==> src/rtl/alu_sequencer.sv <==
// Multi-cycle controller for an external 8-bit ALU: stages operands from a small
// register file, writes results back and keeps persistent carry/zero flags.
module alu_sequencer #(
    parameter int   AW          = 2,
    parameter logic FLAG_C_INIT = 1'b0
) (
    input  logic          clk,
    input  logic          rst_n,
    input  logic          cmd_valid,
    output logic          cmd_ready,
    input  logic [3:0]    cmd_op,
    input  logic [AW-1:0] cmd_dst,
    input  logic [AW-1:0] cmd_sa,
    input  logic [AW-1:0] cmd_sb,
    input  logic          cmd_wen,
    input  logic          wr_en,
    input  logic [AW-1:0] wr_addr,
    input  logic [7:0]    wr_data,
    input  logic [AW-1:0] rd_addr,
    output logic [7:0]    rd_data,
    output logic [7:0]    alu_a,
    output logic [7:0]    alu_b,
    output logic          alu_carry,
    output logic [3:0]    alu_op,
    input  logic [7:0]    alu_c,
    input  logic          alu_carry_out,
    input  logic          alu_zero,
    output logic          busy,
    output logic          done,
    output logic          flag_c,
    output logic          flag_z
);

    localparam int NREG = 2 ** AW;

    typedef enum logic [1:0] {
        ST_IDLE = 2'd0,
        ST_READ = 2'd1,
        ST_EXEC = 2'd2
    } state_t;

    state_t          state_r;
    logic [7:0]      regs_r [NREG];
    logic [3:0]      op_r;
    logic [AW-1:0]   dst_r;
    logic [AW-1:0]   sa_r;
    logic [AW-1:0]   sb_r;
    logic            wen_r;
    logic            ready_r;
    logic            busy_r;
    logic            done_r;
    logic            flag_c_r;
    logic            flag_z_r;
    logic [7:0]      alu_a_r;
    logic [7:0]      alu_b_r;
    logic [3:0]      alu_op_r;

    // Command FSM, register file and flags; the EXEC writeback is assigned after
    // the host write so it wins a same-register collision.
    always_ff @(posedge clk or negedge rst_n) begin
        if (!rst_n) begin
            state_r  <= ST_IDLE;
            for (int i = 0; i < NREG; i++) begin
                regs_r[i] <= 8'd0;
            end
            op_r     <= 4'd0;
            dst_r    <= '0;
            sa_r     <= '0;
            sb_r     <= '0;
            wen_r    <= 1'b0;
            ready_r  <= 1'b1;
            busy_r   <= 1'b0;
            done_r   <= 1'b0;
            flag_c_r <= FLAG_C_INIT;
            flag_z_r <= 1'b0;
            alu_a_r  <= 8'd0;
            alu_b_r  <= 8'd0;
            alu_op_r <= 4'd0;
        end else begin
            done_r <= 1'b0;
            if (wr_en) begin
                regs_r[wr_addr] <= wr_data;
            end
            case (state_r)
                ST_IDLE: begin
                    if (cmd_valid) begin
                        op_r    <= cmd_op;
                        dst_r   <= cmd_dst;
                        sa_r    <= cmd_sa;
                        sb_r    <= cmd_sb;
                        wen_r   <= cmd_wen;
                        state_r <= ST_READ;
                        ready_r <= 1'b0;
                        busy_r  <= 1'b1;
                    end
                end
                ST_READ: begin
                    alu_a_r  <= regs_r[sa_r];
                    alu_b_r  <= regs_r[sb_r];
                    alu_op_r <= op_r;
                    state_r  <= ST_EXEC;
                end
                ST_EXEC: begin
                    if (wen_r) begin
                        regs_r[dst_r] <= alu_c;
                    end
                    flag_c_r <= alu_carry_out;
                    flag_z_r <= alu_zero;
                    done_r   <= 1'b1;
                    state_r  <= ST_IDLE;
                    ready_r  <= 1'b1;
                    busy_r   <= 1'b0;
                end
                default: begin
                    state_r <= ST_IDLE;
                    ready_r <= 1'b1;
                    busy_r  <= 1'b0;
                end
            endcase
        end
    end

    assign cmd_ready = ready_r;
    assign busy      = busy_r;
    assign done      = done_r;
    assign flag_c    = flag_c_r;
    assign flag_z    = flag_z_r;
    assign alu_a     = alu_a_r;
    assign alu_b     = alu_b_r;
    assign alu_op    = alu_op_r;
    assign alu_carry = flag_c_r;
    assign rd_data   = regs_r[rd_addr];

endmodule
==> config.mk <==
export PLATFORM = sky130hd
export DESIGN_NAME = alu_sequencer
export DESIGN_NICKNAME = d
export VERILOG_FILES = /design/src/rtl/alu_sequencer.sv
export SDC_FILE = /design/constraint.sdc
export NUM_CORES = 1
export LEC_CHECK = 0
export BUFFER_PORTS_ARGS = -buffer_cell sky130_fd_sc_hd__buf_4
export CAP_MARGIN = 40
export CORE_MARGIN = 4
export CORE_UTILIZATION = 25
export DETAILED_ROUTE_END_ITERATION = 6
export GPL_TIMING_DRIVEN = 0
export PLACE_DENSITY = 0.45
export SLEW_MARGIN = 5
export SYNTH_ARGS = -nofsm -noshare
export SYNTH_HDL_FRONTEND = slang
export SYNTH_SLANG_ARGS = --single-unit
==> constraint.sdc <==
create_clock -name clk -period 2.1 [get_ports clk]
set_input_delay 0.21 -clock clk [delete_from_list [all_inputs] [get_ports clk]]
set_output_delay 0.21 -clock clk [all_outputs]
set_load 0.02 [all_outputs]
==> results.md <==
* DRC Markers at 0
* P&R area growth vs syn at 30.75%
* Met3 WL post-DR at 469 µm
* Layout cells sized above 1 at 73.03%
* Worst hold-check path type: primary input to flop
* CTS tree: yes
* Area of the mapped netlist at 3626 µm²
* Clock buffer depth at 2
* Synthesized area per cell at 16.63 µm²
* Num CTS Buffers at 9
* Pleak at 2.034 nW
* Period utilisation layout at 88.27%
* Status: completed
* Final setup viols at 0
* Slew Limit Fails at 0
* Min-Delay Path Depth at 2
* Vias in the first global route at 2475
* Yosys cell types at 19
* IO Port Bufs at 68
* Reg2reg start: sa_r[1]
* Synth Net Count at 255
* Via count at 2223
* Post-synth top cells: 89 x mux2_2, 69 x dfrtp_1, 24 x mux4_2, 8 x mux2_4, 7 x buf_2
* Clock slew at reported path FFs at 0.06 ns
* Total power at 6.293 mW
* Num ports at 71
* Top Metal Used: met4
* Die area at 16490 µm²
* Routed Antenna Nets at 0
* Hold endpoint: op_r[2]
* CP Capture Type: flop
* DR WL/cell at 19.68 µm
* Total negative slack at 0 ns
* Primary FF master, synth: dfrtp_1
* Pwr dens at 1327 nW/µm²
* Number of setup buffers added after CTS at 0
* Post-synth ARST share at 100.0%
* Drt pass-1 iters at 4
* First-pass GRT wire length at 14630 µm
* Initial antenna violation count at 0
* Yosys Warn Count at 0
* Most frequent cell after synthesis: mux2_2
* Hpwl dp at 6611 µm
* Peak Freq at 539.5 MHz
* Worst Clk Skew at 0.007507 ns
* Yosys top cell area share at 47.62%
* Worst Tran Pin Value at 0.7500 ns
* Metal1 wirelength at 4215 µm
* Slew margin rel. at 50.00%
* Gpl congestion at 0.7175
* Starting Density at 25.82%
* Fin nets at 336
* Final Hold Fails at 0
* Initial DRC count at 125
* Max cap viols at 0
* Required time of the worst setup path at 2.32 ns
* Met2 wire len at 4641 µm
* Post-layout util at 33.76%
* Peak VDD IR at 459.3 µV
* Crit Path Max Fanout at 9
* Post-synthesis sequential area ratio at 48.34%
* Register-to-Register Path Depth at 3
* Die Wd at 128.4 µm
* Number of enable flip-flop cells after synthesis at 0
* Cell Rows at 43
* Worst-Skew Late Latency at 0.34 ns
* Worst reg2reg endpoint: alu_a[7]
* Fin crit period at 1.854 ns
* R2R Setup Slk at 0.25 ns
* Cell count after synthesis at 218
* # diodes at 0
* Final wirelength at 9523 µm
* Vias per std cell at 4.593
* Top cell type by total area after synthesis: dfrtp_1
* CP arrival at 2.07 ns
* Ranking of synthesized cells by area: dfrtp_1 48%, mux2_2 28%, mux4_2 15%
* RSZ-0062 raised after global routing: false
* Worst Min Path Start: cmd_op[2]
* Type of origin of the critical path: flop
* Grt total ovfl at 0
* H-tree Lvls at 3
* TritonCTS Sinks at 70
* Die Ht at 128.4 µm
* Largest net degree at the start of global routing at 46
* Area of the core at 14040 µm²
* WS Path Type: flop to flop
* Yosys reg bits at 70
* Root buf cell: clkbuf_16
* Gr usage total at 12.10%
[metrics by stage]
stage | setup WS, ns | instance area, µm² | hold slack [ns] | std cells
after CTS | 0.2511 | 4741 | 0.09651 | 484
final | 0.2463 | 4741 | 0.1089 | 484
after detailed placement | 0.2680 | 4389 | 0.1623 | 467
after global placement | 0.2665 | 4362 | 0.4144 | 466
after global routing | 0.1639 | 4741 | 0.1066 | 484
after floorplan | 0.5852 | 3626 | -0.08559 | 218
[cell type report]
| type | instances | area, µm² |
|---|---|---|
| inverter | 1 | 3.754 |
| buffer | 12 | 61.31 |
| clock buffer | 12 | 246.5 |
| multi-input combinational | 135 | 1808 |
| timing repair buffer | 70 | 548.0 |
| sequential | 70 | 1753 |
| tap | 180 | 225.2 |
| clock inverter | 4 | 95.09 |
| fill | 1382 | 9301 |
[per-layer routing]
| layer | global-route usage (%) | up-vias |
|---|---|---|
| li1 | - | 1006 |
| met1 | 15.80 | 1146 |
| met2 | 19.18 | 57 |
| met3 | 2.864 | 14 |
| met4 | 5.306 | 0 |
| met5 | 0 | - |
[sequential cells by signal, indices dropped and copies added (netlist names), 2 cells and up]
register	count
regs_r	32
alu_a	8
alu_b	8
alu_op	4
op_r	4
dst_r	2
sa_r	2
sb_r	2
state_r	2
[logic make-up after synthesis]
| group | synth area share, % |
|---|---|
| compound gates | 0.2071 |
| buf+inv | 1.794 |
| flops | 48.34 |
| mux | 45.86 |
| simple gates | 3.796 |
[worst max-delay path, cell delays in order (launching register included)]
cell	delay, ns
dfrtp_1	0.32
clkbuf_1	0.57
mux4_2	0.58
mux2_2	0.27
[worst max path at each step]
stage,start,endpoint
global route,sa_r[1],alu_a[7]
CTS,sa_r[1],alu_a[7]
global placement,sb_r[1],alu_b[7]
detailed placement,sa_r[1],alu_a[7]
floorplan,sa_r[1],alu_a[7]
finish,sa_r[1],alu_a[7]
[timing repair]
item	in CTS	in global routing
hold buffers	1	0
resized for setup	0	0
endpoints found under the hold margin	24	0
[power by group]
part	internal (mW)	switching, mW	leakage [nW]	total [mW]
clock	1.19	0.574	0.167	1.77
combinational	1.35	0.964	1.05	2.32
sequential	1.84	0.367	0.819	2.21
[placed cells by master (no fill, tap or decap), types with 2 or more instances in the layout]
| cell type | instances |
|---|---|
| nand3b_2 | 2 |
| nor2_1 | 2 |
| buf_2 | 7 |
| dfrtp_1 | 69 |
| clkbuf_1 | 5 |
| nand4b_2 | 2 |
| bufinv_16 | 3 |
| mux2_4 | 8 |
| clkbuf_16 | 9 |
| buf_4 | 70 |
| mux2_2 | 89 |
| nor2b_1 | 2 |
| mux4_2 | 24 |
(Power assumes the default switching activity.)
